File: src/rtl/red_pitaya_pwm_bank_if.sv
// System bus port bundle for the PWM bank: the bus master drives the request
// side, the PWM bank answers with read data, acknowledge and error.
interface red_pitaya_pwm_bank_if;
  logic [31:0] sys_addr;
  logic [31:0] sys_wdata;
  logic [3:0]  sys_sel;
  logic        sys_wen;
  logic        sys_ren;
  logic [31:0] sys_rdata;
  logic        sys_err;
  logic        sys_ack;

  modport master (
    output sys_addr, sys_wdata, sys_sel, sys_wen, sys_ren,
    input  sys_rdata, sys_err, sys_ack
  );

  modport slave (
    input  sys_addr, sys_wdata, sys_sel, sys_wen, sys_ren,
    output sys_rdata, sys_err, sys_ack
  );
endinterface

File: src/rtl/red_pitaya_pwm_bank.sv
// Multi-channel PWM DAC bank: per-channel source select (DSP sample or bus
// value), slew-limited applied code updated only at period boundaries, and a
// bit-reversed fractional dither that spreads the extra high clocks evenly.
module red_pitaya_pwm_bank #(
  parameter int unsigned CHN  = 4,
  parameter int unsigned DW   = 14,
  parameter int unsigned PW   = 8,
  parameter int unsigned DITW = 4
) (
  input  logic                clk_i,
  input  logic                rstn_i,
  input  logic [CHN*DW-1:0]   dsp_i,
  output logic [CHN-1:0]      pwm_o,
  output logic                period_o,
  red_pitaya_pwm_bank_if.slave sys
);
  localparam int unsigned AW = PW + DITW;

  logic [CHN-1:0]  src;
  logic            en;
  logic [DW-1:0]   val     [CHN];
  logic [AW-1:0]   step    [CHN];
  logic [AW-1:0]   app     [CHN];
  logic [AW-1:0]   dsp_r   [CHN];
  logic [AW-1:0]   target  [CHN];
  logic [AW-1:0]   app_nxt [CHN];
  logic [AW:0]     diff    [CHN];
  logic [AW:0]     mag     [CHN];
  logic [CHN-1:0]  ext;
  logic [CHN-1:0]  cmp;
  logic [PW-1:0]   cnt;
  logic [DITW-1:0] idx;
  logic [DITW-1:0] idx_rev;
  logic [31:0]     rd_data;
  logic [19:0]     addr;
  logic            base_ok;
  logic [2:0]      grp;
  logic [2:0]      ch;
  logic            unused_ok;

  assign addr    = sys.sys_addr[19:0];
  assign base_ok = (addr[19:8] == '0) && (addr[1:0] == 2'b00);
  assign grp     = addr[7:5];
  assign ch      = addr[4:2];
  assign sys.sys_err = 1'b0;
  assign unused_ok = ^{sys.sys_sel, sys.sys_addr[31:20], sys.sys_wdata, dsp_i};

  // Control, value and step registers written from the bus
  always_ff @(posedge clk_i) begin
    if (!rstn_i) begin
      src <= '0;
      en  <= 1'b0;
      for (int unsigned k = 0; k < CHN; k++) begin
        val[k]  <= '0;
        step[k] <= '0;
      end
    end else if (sys.sys_wen && base_ok) begin
      if (grp == 3'd0 && ch == 3'd0) begin
        src <= sys.sys_wdata[CHN-1:0];
        en  <= sys.sys_wdata[16];
      end
      for (int unsigned k = 0; k < CHN; k++) begin
        if (ch == 3'(k)) begin
          if (grp == 3'd1) val[k]  <= sys.sys_wdata[DW-1:0];
          if (grp == 3'd2) step[k] <= sys.sys_wdata[AW-1:0];
        end
      end
    end
  end

  // Read decode of the register map; unmapped addresses read zero
  always_comb begin
    rd_data = '0;
    if (base_ok) begin
      if (grp == 3'd0 && ch == 3'd0) begin
        rd_data[CHN-1:0] = src;
        rd_data[16]      = en;
      end
      for (int unsigned k = 0; k < CHN; k++) begin
        if (ch == 3'(k)) begin
          case (grp)
            3'd1:    rd_data = 32'(signed'(val[k]));
            3'd2:    rd_data = 32'(step[k]);
            3'd3:    rd_data = 32'(app[k]);
            default: ;
          endcase
        end
      end
    end
  end

  // Bus response: acknowledge one cycle after every request
  always_ff @(posedge clk_i) begin
    if (!rstn_i) begin
      sys.sys_ack   <= 1'b0;
      sys.sys_rdata <= '0;
    end else begin
      sys.sys_ack   <= sys.sys_wen | sys.sys_ren;
      sys.sys_rdata <= sys.sys_ren ? rd_data : '0;
    end
  end

  // Register the top code bits of each DSP sample
  always_ff @(posedge clk_i) begin
    if (!rstn_i) begin
      for (int unsigned k = 0; k < CHN; k++) dsp_r[k] <= '0;
    end else begin
      for (int unsigned k = 0; k < CHN; k++) dsp_r[k] <= dsp_i[k*DW + (DW-AW) +: AW];
    end
  end

  // Target code (offset binary) and slew-limited next applied code
  always_comb begin
    for (int unsigned k = 0; k < CHN; k++) begin
      target[k]       = src[k] ? dsp_r[k] : val[k][DW-1 -: AW];
      target[k][AW-1] = ~target[k][AW-1];
      diff[k]         = {1'b0, target[k]} - {1'b0, app[k]};
      mag[k]          = diff[k][AW] ? (~diff[k] + (AW+1)'(1)) : diff[k];
      if (step[k] == '0 || mag[k] <= {1'b0, step[k]}) app_nxt[k] = target[k];
      else if (diff[k][AW])                             app_nxt[k] = app[k] - step[k];
      else                                              app_nxt[k] = app[k] + step[k];
    end
  end

  // Shared period counter and dither period index, held at zero while disabled
  always_ff @(posedge clk_i) begin
    if (!rstn_i || !en) begin
      cnt <= '0;
      idx <= '0;
    end else begin
      cnt <= cnt + PW'(1);
      if (cnt == '1) idx <= idx + DITW'(1);
    end
  end

  // Applied code changes only on the last clock of a period
  always_ff @(posedge clk_i) begin
    if (!rstn_i) begin
      for (int unsigned k = 0; k < CHN; k++) app[k] <= '0;
    end else if (en && cnt == '1) begin
      for (int unsigned k = 0; k < CHN; k++) app[k] <= app_nxt[k];
    end
  end

  // Dithered duty compare, one bit wider than the counter so full-high is reachable
  always_comb begin
    for (int unsigned i = 0; i < DITW; i++) idx_rev[i] = idx[DITW-1-i];
    for (int unsigned k = 0; k < CHN; k++) begin
      ext[k] = app[k][DITW-1:0] > idx_rev;
      cmp[k] = {1'b0, cnt} < ({1'b0, app[k][AW-1:DITW]} + (PW+1)'(ext[k]));
    end
  end

  // Registered PWM outputs and period strobe
  always_ff @(posedge clk_i) begin
    if (!rstn_i) begin
      pwm_o    <= '0;
      period_o <= 1'b0;
    end else begin
      pwm_o    <= en ? cmp : '0;
      period_o <= en && (cnt == '0);
    end
  end
endmodule

File: src/flat_wrapper.sv
// flat-port wrapper written by rule: the top's interface ports become plain ports
module red_pitaya_pwm_bank_flat 
#(
  parameter int unsigned CHN  = 4,
  parameter int unsigned DW   = 14,
  parameter int unsigned PW   = 8,
  parameter int unsigned DITW = 4
)
  (clk_i, rstn_i, dsp_i, pwm_o, period_o, sys_sys_addr, sys_sys_wdata, sys_sys_sel, sys_sys_wen, sys_sys_ren, sys_sys_rdata, sys_sys_err, sys_sys_ack);
  red_pitaya_pwm_bank_if sys_i ();
  input  logic clk_i;
  input  logic rstn_i;
  input  logic [CHN*DW-1:0] dsp_i;
  output logic [CHN-1:0] pwm_o;
  output logic period_o;
  input wire logic [$bits(sys_i.sys_addr)-1:0] sys_sys_addr;
  input wire logic [$bits(sys_i.sys_wdata)-1:0] sys_sys_wdata;
  input wire logic [$bits(sys_i.sys_sel)-1:0] sys_sys_sel;
  input wire logic [$bits(sys_i.sys_wen)-1:0] sys_sys_wen;
  input wire logic [$bits(sys_i.sys_ren)-1:0] sys_sys_ren;
  output wire logic [$bits(sys_i.sys_rdata)-1:0] sys_sys_rdata;
  output wire logic [$bits(sys_i.sys_err)-1:0] sys_sys_err;
  output wire logic [$bits(sys_i.sys_ack)-1:0] sys_sys_ack;
  assign sys_i.sys_addr = sys_sys_addr;
  assign sys_i.sys_wdata = sys_sys_wdata;
  assign sys_i.sys_sel = sys_sys_sel;
  assign sys_i.sys_wen = sys_sys_wen;
  assign sys_i.sys_ren = sys_sys_ren;
  assign sys_sys_rdata = sys_i.sys_rdata;
  assign sys_sys_err = sys_i.sys_err;
  assign sys_sys_ack = sys_i.sys_ack;
  red_pitaya_pwm_bank #(.CHN(CHN), .DW(DW), .PW(PW), .DITW(DITW)) u_core (.clk_i(clk_i), .rstn_i(rstn_i), .dsp_i(dsp_i), .pwm_o(pwm_o), .period_o(period_o), .sys(sys_i));
endmodule
File: config.mk
export PLATFORM = sky130hd
export DESIGN_NAME = red_pitaya_pwm_bank_flat
export DESIGN_NICKNAME = d
export VERILOG_FILES = /design/src/rtl/red_pitaya_pwm_bank_if.sv /design/src/rtl/red_pitaya_pwm_bank.sv /design/src/flat_wrapper.sv
export SDC_FILE = /design/constraint.sdc
export NUM_CORES = 1
export LEC_CHECK = 0
export ABC_CLOCK_PERIOD_IN_PS = 6500
export BUFFER_PORTS_ARGS = -buffer_cell sky130_fd_sc_hd__buf_4
export CAP_MARGIN = 40
export CORE_ASPECT_RATIO = 0.9
export CORE_MARGIN = 1
export CORE_UTILIZATION = 40
export CTS_BUF_LIST = sky130_fd_sc_hd__clkbuf_8 sky130_fd_sc_hd__clkbuf_16
export DETAILED_ROUTE_END_ITERATION = 7
export HOLD_SLACK_MARGIN = 0.05
export SLEW_MARGIN = 20
export SYNTH_ARGS = -nofsm -noshare
export SYNTH_HDL_FRONTEND = slang
export SYNTH_SLANG_ARGS = --single-unit
File: constraint.sdc
create_clock -name clk_i -period 6.5 [get_ports clk_i]
set_input_delay 1.3 -clock clk_i [delete_from_list [all_inputs] [get_ports clk_i]]
set_output_delay 1.3 -clock clk_i [all_outputs]
set_load 0.02 [all_outputs]
### After elaboration in Yosys (flattened, before gate mapping)

Memories as Yosys holds them, arrays and structs flattened.
Cells that the tools add are included.

* reductions and logical operators: 24
* divide/modulo/power cells: 0
* add/subtract/negate cells: 22
* order comparisons: 12
* multipliers: 0
* bitwise operators: 25
* equal/unequal tests: 7
* mux-type cells: 83
* shift operators: 0

Operators by type and width (count)
* 32-bit case mux with 3 select lines: 4
* 12-bit 2-to-1 mux: 24
* 32-bit 2-to-1 mux: 4
* 12-bit zero test: 5
* 14-bit 2-to-1 mux: 4
* 13-bit by 1-bit adder with 13-bit output (second input constant): 4
* 13-bit by 12-bit <= comparator with 1-bit output: 4
* 13-bit 2-to-1 mux: 4
* 13-bit NOT: 4
* 12-bit by 12-bit subtractor with 13-bit output: 4
* 12-bit adder: 4
* 12-bit subtractor: 4
* 1-bit 2-to-1 mux: 41
* 8-bit by 1-bit adder with 9-bit output: 4
* 8-bit by 9-bit less-than comparator with 1-bit output: 4
* 1-bit bitwise OR: 17
* 4-bit > comparator: 4
* 3-bit by 2-bit equality test with 1-bit output (second input constant): 4
* 8-bit by 1-bit adder with 8-bit output (second input constant): 1
* 8-bit equality test (second input constant): 1
* 8-bit zero test: 1
* 4-bit 2-to-1 mux: 2
* 3-bit by 1-bit equality test with 1-bit output (second input constant): 2
* 3-bit zero test: 2
* other kinds (8): 21

* memories: 4
* latch bits: 0
* logic and storage cells: 185
* ROM bits: 0
* output and inout port bits: 39
* flip-flop bits (word level): 55
* input port bits: 128
* RAM bits: 200

Memories
* u_core.val: words 4, bits a word 14, rd ports 4, clocked after memory_dff 0, write ports 4, RTL line red_pitaya_pwm_bank.sv:21 `logic [DW-1:0] val [CHN];`
* u_core.app: words 4, bits a word 12, rd ports 4, clocked after memory_dff 0, write ports 4, RTL line red_pitaya_pwm_bank.sv:23 `logic [AW-1:0] app [CHN];`
* u_core.dsp_r: words 4, bits a word 12, rd ports 4, clocked after memory_dff 0, write ports 4, RTL line red_pitaya_pwm_bank.sv:24 `logic [AW-1:0] dsp_r [CHN];`
* u_core.step: words 4, bits a word 12, rd ports 4, clocked after memory_dff 0, write ports 4, RTL line red_pitaya_pwm_bank.sv:22 `logic [AW-1:0] step [CHN];`

### Longest topological paths before layout

Gate-level depths: netlist (run 1).

* depth in word-level cells: 12
* depth in mapped cells: 25
* gate-level depth less buffers: 23

### Worst setup path after synthesis (run 1)

OpenSTA, ideal clock, no wires.

* path type: reg2reg
* start: register u_core.src[0]
* end: memory u_core.app[0][10] in the netlist's numbering, data pin
* path slack: 1.321 ns
* required time: 6.234 ns
* data arrival time: 4.914 ns
* library setup time: 0.266 ns
* path buffers: 4
* stages on the path, launching flop included: 22
* clock period less this slack: 5.179 ns
* path through: dfxtp_1 -> clkbuf_1 -> clkbuf_1 -> mux2_2 -> ha_1 -> a21o_1 -> a21oi_1 -> o21ai_1 -> and2_1 -> a31oi_1 -> clkbuf_1 -> nand2_1 -> xnor2_1 -> ha_1 -> a21o_1 -> a211o_1 -> o221ai_1 -> a21oi_1 -> a21oi_1 -> buf_2 -> mux2i_1 -> nor2_1

RTL lines
* start, declared: RTL line red_pitaya_pwm_bank.sv:19 `logic [CHN-1:0] src;`
* start signal, assigned: RTL line red_pitaya_pwm_bank.sv:59 `src <= sys.sys_wdata[CHN-1:0];`
* end, declared: RTL line red_pitaya_pwm_bank.sv:23

==> impl_results.md, run 1 <==
- # rows: 75
- HP Class: reg -> reg
- Crit path cell chain: buf_4 > mux2_2 > ha_1 > and3_1 > a22oi_1 > nor2b_1 > o31ai_1 > a31o_2 > a21oi_1 > fa_1 > a21o_1 > a21oi_1 > o21ai_0 > o41ai_1 > o21ai_0 > xor2_1 > mux2i_1 > nor2_1
- Depth of the CTS H-tree: 1
- Slew Viols, Final: 0
- Die width: 232 um
- Hold_buf cts: 0
- Post-route ant nets: 0
- Cell family with most CP delay: compound AO/OA/AOI/OAI gates
- Setup-failing EPs final: 0
- Die Ht: 209 um
- Violation count after the first detailed-route iteration: 1,416
- DP Area: 20,700 sq um
- Synth Register Bits: 238
- Initial antenna violation count: 5
- Rel. slew slack: 42.0%
- Initial core utilization: 40.7%
- Final worst path period need: 5.56 ns
- Deepest clock path buffer count: 3
- Layout net count: 2,550
- Fin. Hold Viols: 0
- Setup crit end kind: flip-flop
- Post-CTS Setup Repair Bufs: 0
- Fmax: 180 MHz
- Clk root buf: clkbuf_16
- RSZ-0062 raised after global routing: false
- Synth Instances: 2,111
- Post-synth top flop: edfxtp_1
- Post-layout util: 46.0%
- Global-route wire length before repair: 91,600 um
- HPWL after DPL: 46,600 um
- Drt drc: 0
- CTS tree: yes
- GRT overflow: 0
- Core ar.: 46,900 sq um
- Number of top-level pins: 167
- Gr usage total: 24.7%
- Vias per cell: 5.60
- Startpoint Class: flip-flop
- Setup skew after layout: 0.0178 ns
- Crit Path Max Fanout: 16
- # port buffers: 124
- Asr flop ratio synth: 0%
- Die area: 48,700 sq um
- Drt first pass iters: 6
- Wire length per cell: 21.2 um
- Data required, critical path: 6.81 ns
- WL final: 60,400 um
- Peak supply drop: 185 uV
- Slowest CP cell: dfxtp_1
- CTS resizes: 0
- PwrDens: 232 nW/um^2
- Slowest stage delay, CP: 0.63 ns
- CTS buffer count: 28
- Synthesized Nets: 2,450
- Status: complete, no violations
- Routability cong.: 0.896
- TritonCTS Sinks: 238
- Vias: 16,000
- Crit share post-route: 85.6%
- CTS clk-pin slew, worst paths: 0.07 ns
- Share of layout cells above drive strength 1: 11.4%
- Arr. time, crit path: 5.87 ns
- Post-synthesis sequential area ratio: 32.9%
- Number of flops mapped to enable cells by yosys: 152
- Number of max-cap violations: 0
- Worst Hold Margin: 0.565 ns
- Clk Latency, worst-skew pair: 0.57 ns
- Crit Path Category: reg -> reg
- Area delta synth->final: 12.9%
- Setup_tns: 0 ns
- Leakage power figure: 9.26 nW
- Syn. warnings: 0
- Largest net degree at the start of global routing: 70
- Buf+Inv Stages, Crit Path: 1
- Post-synthesis cell area: 19,100 sq um
- Synth cell types: 77
- Post-route cell area: 21,600 sq um
- Slew @ Worst Pin: 0.866 ns
- Avg Cell Area, Syn: 9.05 sq um
- Vias in the first global route: 15,500
-- layout make-up --
class | count | area, sq um
antenna | 4 | 10.0
clock buffer | 31 | 776
clock inverter | 21 | 125
fill | 4504 | 25300
inverter | 140 | 526
multi-input combinational | 1648 | 11900
sequential | 238 | 6290
tap | 616 | 771
timing repair buffer | 155 | 1170
-- where the power goes --
| part | internal, mW | total, mW | switching (mW) | leakage [nW] |
|---|---|---|---|---|
| logic | 0.759 | 1.72 | 0.963 | 6.63 |
| clock network | 0.865 | 1.55 | 0.689 | 0.476 |
| registers | 1.67 | 1.74 | 0.0664 | 2.15 |
| total | 3.30 | 5.01 | 1.72 | 9.26 |
-- flip-flops by register name, indices dropped and copies added (netlist names), 4 cells and up --
signal,cells
u_core.sys.sys_rdata,15
u_core.val,56
u_core.step,48
u_core.app,48
u_core.dsp_r,48
u_core.cnt,8
u_core.idx,4
u_core.pwm_o,4
u_core.src,4
-- final timing paths --
kind	start	endpoint	slack, ns	cells after the start
max	u_core.src[1]	u_core.app[1][10]	0.94	18
min	u_core.en	u_core.cnt[1]	0.56	1
max reg2reg	u_core.src[1]	u_core.app[1][10]	0.94	18
min reg2reg	u_core.en	u_core.cnt[1]	0.56	1
-- cell usage after synthesis (19+ instances only) --
cell | count | area [sq um]
a21oi_1 | 83 | 415
a211oi_1 | 19 | 143
nand2_1 | 127 | 477
nor2_1 | 174 | 653
clkbuf_1 | 59 | 221
o21ai_0 | 101 | 505
a21o_1 | 52 | 390
edfxtp_1 | 152 | 4560
ha_1 | 203 | 2540
inv_1 | 140 | 526
xor2_1 | 42 | 368
mux2i_1 | 65 | 651
mux2_2 | 39 | 439
nor2b_1 | 37 | 231
a22oi_1 | 43 | 323
xnor2_1 | 144 | 1260
o22ai_1 | 21 | 131
nand2b_1 | 19 | 119
and2_1 | 161 | 1010
dfxtp_1 | 86 | 1720
nor3_1 | 45 | 225
nand3_1 | 52 | 260
-- cells by family (layout without fill, tap and decap cells) --
| group | count (synthesis) | after routing | share of synthesized area [%] |
|---|---|---|---|
| AO/OA/AOI/OAI | 443 | 443 | 15.2 |
| flip-flops | 238 | 238 | 32.9 |
| other | 1 | 5 | 0.0196 |
| AND/OR/NAND/NOR | 702 | 702 | 18.6 |
| multiplexers | 105 | 105 | 5.76 |
| XOR/XNOR | 186 | 186 | 8.52 |
| buffers and inverters | 225 | 347 | 4.83 |
| adder cells (fa/ha/maj) | 211 | 211 | 14.1 |
-- worst reg2reg max path, cell delays in order, from the launching register on --
cell and delay (ns):
dfxtp_1 0.63, buf_4 0.27, mux2_2 0.38, ha_1 0.36, and3_1 0.20, a22oi_1 0.10
nor2b_1 0.15, o31ai_1 0.42, a31o_2 0.45, a21oi_1 0.19, fa_1 0.46, a21o_1 0.19
a21oi_1 0.23, o21ai_0 0.19, o41ai_1 0.49, o21ai_0 0.22, xor2_1 0.18, mux2i_1 0.14
nor2_1 0.05
-- metal layers --
layer	wire, um	global-route usage (%)	vias up
met5	22	0	-
met4	1440	6.35	4
met3	5050	5.37	92
met2	25800	37.5	581
met1	28100	35.3	7555
li1	-	-	7732
-- cells in the final DEF, fill, tap and decap left out, drive strengths merged, types with 8 or more instances in the layout --
| master | instances |
|---|---|
| nor2 | 174 |
| ha | 203 |
| a41oi | 8 |
| mux2 | 40 |
| o21a | 14 |
| o21bai | 8 |
| buf | 155 |
| fa | 8 |
| o22ai | 21 |
| or2 | 8 |
| nand4 | 18 |
| inv | 153 |
| xor2 | 42 |
| xnor2 | 144 |
| a211oi | 21 |
| nor3 | 45 |
| o31ai | 8 |
| dfxtp | 86 |
| a22oi | 43 |
| nand2b | 19 |
| nand2 | 127 |
| edfxtp | 152 |
| mux2i | 65 |
| o41ai | 8 |
| a31oi | 17 |
| o21ai | 111 |
| and2 | 161 |
| clkinv | 8 |
| and3 | 18 |
| clkbuf | 31 |
| a21oi | 83 |
| nand3 | 52 |
| or3 | 9 |
| a21o | 52 |
| nor4 | 16 |
| nor2b | 37 |
-- per-stage QoR --
step                      std cells  setup slack [ns]  total power [mW]
after detailed placement       2796             0.996              3.46
final                          2853             0.936              5.01
after floorplan                2111              1.32              3.03
after CTS                      2848             0.975              5.02
after global placement         2792              1.11              3.41
after global routing           2849             0.402              5.28
Note: power is estimated with default switching activity, not from simulation.
==> run 2, diff against run 1 <==
--- a/config.mk
+++ b/config.mk
@@ -8,7 +8,7 @@
 export ABC_CLOCK_PERIOD_IN_PS = 6500
 export BUFFER_PORTS_ARGS = -buffer_cell sky130_fd_sc_hd__buf_4
 export CAP_MARGIN = 40
-export CORE_ASPECT_RATIO = 0.9
+export CORE_ASPECT_RATIO = 1.4
 export CORE_MARGIN = 1
 export CORE_UTILIZATION = 40
 export CTS_BUF_LIST = sky130_fd_sc_hd__clkbuf_8 sky130_fd_sc_hd__clkbuf_16
==> impl_results.md, run 2 (synthesis results as in run 1) <==
- Setup_tns: 0 ns (unchanged)
- Worst Hold Margin: 0.563 ns (was 0.565 ns)
- Status: complete, no violations (unchanged)
- Slew Viols, Final: 0 (unchanged)
- CTS buffer count: 25 (was 28)
- Crit Path Category: reg -> reg (unchanged)
- Rel. slew slack: 44.4% (was 42.0%)
- Clk root buf: clkbuf_16 (unchanged)
- # port buffers: 124 (unchanged)
- Vias: 16,000 (about the same)
- Hold_buf cts: 0 (unchanged)
- CTS resizes: 0 (unchanged)
- Vias per cell: 5.63 (was 5.60)
- Die Ht: 261 um (was 209 um)
- Post-layout util: 45.8% (was 46.0%)
- Routability cong.: 0.954 (was 0.896)
- Fin. Hold Viols: 0 (unchanged)
- Setup crit end kind: flip-flop (unchanged)
- Vias in the first global route: 15,900 (was 15,500)
- Setup skew after layout: 0.0147 ns (was 0.0178 ns)
- Post-route ant nets: 0 (unchanged)
- Global-route wire length before repair: 90,600 um (was 91,600 um)
- Buf+Inv Stages, Crit Path: 1 (unchanged)
- Slowest stage delay, CP: 0.79 ns (was 0.63 ns)
- Crit share post-route: 88.0% (was 85.6%)
- Core ar.: 47,000 sq um (was 46,900 sq um)
- Initial antenna violation count: 0 (was 5)
- Number of max-cap violations: 0 (unchanged)
- Share of layout cells above drive strength 1: 11.3% (was 11.4%)
- Wire length per cell: 21.1 um (was 21.2 um)
- Startpoint Class: flip-flop (unchanged)
- Depth of the CTS H-tree: 1 (unchanged)
- Initial core utilization: 40.6% (was 40.7%)
- Setup-failing EPs final: 0 (unchanged)
- Slew @ Worst Pin: 0.834 ns (was 0.866 ns)
- CTS clk-pin slew, worst paths: 0.07 ns (about the same)
- Biggest register: u_core.val (unchanged)
- Peak supply drop: 174 uV (was 185 uV)
- WL final: 59,900 um (was 60,400 um)
- Slowest CP cell: dfxtp_1 (unchanged)
- TritonCTS Sinks: 238 (unchanged)
- Drt first pass iters: 6 (unchanged)
- Post-CTS Setup Repair Bufs: 0 (unchanged)
- Area delta synth->final: 12.8% (was 12.9%)
- Leakage power figure: 9.21 nW (was 9.26 nW)
- Final worst path period need: 5.72 ns (was 5.56 ns)
- Cell mode on critical path: nor2_1
- Die width: 187 um (was 232 um)
- HPWL after DPL: 46,600 um (about the same)
- HP Class: reg -> reg (unchanged)
- Post-route cell area: 21,600 sq um (about the same)
- Fmax: 175 MHz (was 180 MHz)
- Die area: 48,700 sq um (about the same)
- GRT overflow: 0 (unchanged)
- Clk Latency, worst-skew pair: 0.56 ns (was 0.57 ns)
- Fillers: 4,600 (was 4,504)
- Crit path cell chain: mux2i_1 > ha_1 > inv_1 > fa_1 > a21o_1 > a22o_1 > nor2_1 > o21ai_1 > a221o_1 > nor2_1 > a21oi_1 > fa_1 > a21o_1 > a21oi_1 > o21ai_0 > o41ai_1 > o21ai_0 > xor2_1 > mux2i_1 > nor2_1 (was buf_4 > mux2_2 > ha_1 > and3_1 > a22oi_1 > nor2b_1 > o31ai_1 > a31o_2 > a21oi_1 > fa_1 > a21o_1 > a21oi_1 > o21ai_0 > o41ai_1 > o21ai_0 > xor2_1 > mux2i_1 > nor2_1)
- Cell family with most CP delay: compound AO/OA/AOI/OAI gates (unchanged)
- Most frequent cells in the layout: ha_1 (203), nor2_1 (174), and2_1 (161) (unchanged)
- PwrDens: 233 nW/um^2 (was 232 nW/um^2)
- RSZ-0062 raised after global routing: false (unchanged)
- Data required, critical path: 6.78 ns (was 6.81 ns)
- Layout net count: 2,542 (was 2,550)
- # rows: 94 (was 75)
- Commonest non-fill, non-tap cell in the layout: ha_1 (unchanged)
- Violation count after the first detailed-route iteration: 1,209 (was 1,416)
- Number of top-level pins: 167 (unchanged)
- DP Area: 20,700 sq um (about the same)
- Gr usage total: 24.2% (was 24.7%)
- Crit Path Max Fanout: 14 (was 16)
- Diode count: 0 (was 4)
- Deepest clock path buffer count: 3 (unchanged)
- Largest net degree at the start of global routing: 93 (was 70)
- Largest register FFs: 56 (unchanged)
- Arr. time, crit path: 6.00 ns (was 5.87 ns)
- CTS tree: yes (unchanged)
- Drt drc: 0 (unchanged)
==> run 2: cell types whose count changed in the layout (fill, tap and decap cells not counted), moves of 2 or more <==
| cell | previous run | this run |
|---|---|---|
| buf_4 | 150 | 145 |
| bufinv_16 | 0 | 3 |
| clkbuf_16 | 31 | 27 |
| diode_2 | 4 | 0 |
| inv_1 | 147 | 140 |
| inv_6 | 6 | 4 |
| inv_8 | 0 | 2 |
| o21ai_0 | 97 | 95 |
==> run 2: final cells by class <==
| class | instances | area [sq um] | area share [%] |
|---|---|---|---|
| Inverter | 140 | 526 | 2.44 |
| Tap cell | 624 | 781 | 3.62 |
| Clock inverter | 18 | 211 | 0.981 |
| Sequential cell | 238 | 6290 | 29.2 |
| Timing Repair Buffer | 150 | 1160 | 5.36 |
| Clock buffer | 27 | 676 | 3.13 |
| Multi-Input combinational cell | 1648 | 11900 | 55.3 |
==> run 2: worst paths after layout <==
path                 startpoint                end  slack, ns  cells after the start
hold / removal    u_core.idx[1]      u_core.idx[1]       0.56                      2
hold reg to reg   u_core.idx[1]      u_core.idx[1]       0.56                      2
setup / recovery  u_core.src[2]  u_core.app[2][10]       0.78                     20
setup reg to reg  u_core.src[2]  u_core.app[2][10]       0.78                     20
==> run 2: layer usage <==
layer  share of wire [%]  global-route usage (%)  vias up
met1                  40                    27.7     7721
met2                  52                    45.4      481
li1                    -                       -     7694
met4                 4.4                    11.1        0
met3                 4.4                    2.30      117
met5                   0                       0        -
==> run 2: report_power, final <==
group / total (mW) / switching, mW / internal (mW)
Combinational: 1.71 / 0.956 / 0.758
Clock: 1.57 / 0.684 / 0.891
Sequential: 1.73 / 0.0643 / 1.67
==> run 2: through the flow <==
step,power [mW],cells,setup slack [ns]
6_report,5.02,2845,0.777
5_1_grt,5.29,2845,0.423
2_1_floorplan,3.03,2111,1.32
3_5_place_dp,3.46,2799,0.777
3_3_place_gp,3.41,2794,0.886
4_1_cts,5.04,2844,0.757
==> run 2: worst min-delay path, cell delays in order, from the launching register on <==
cell     delay [ns]
dfxtp_1        0.34
mux2i_1        0.13
nor2_1         0.05
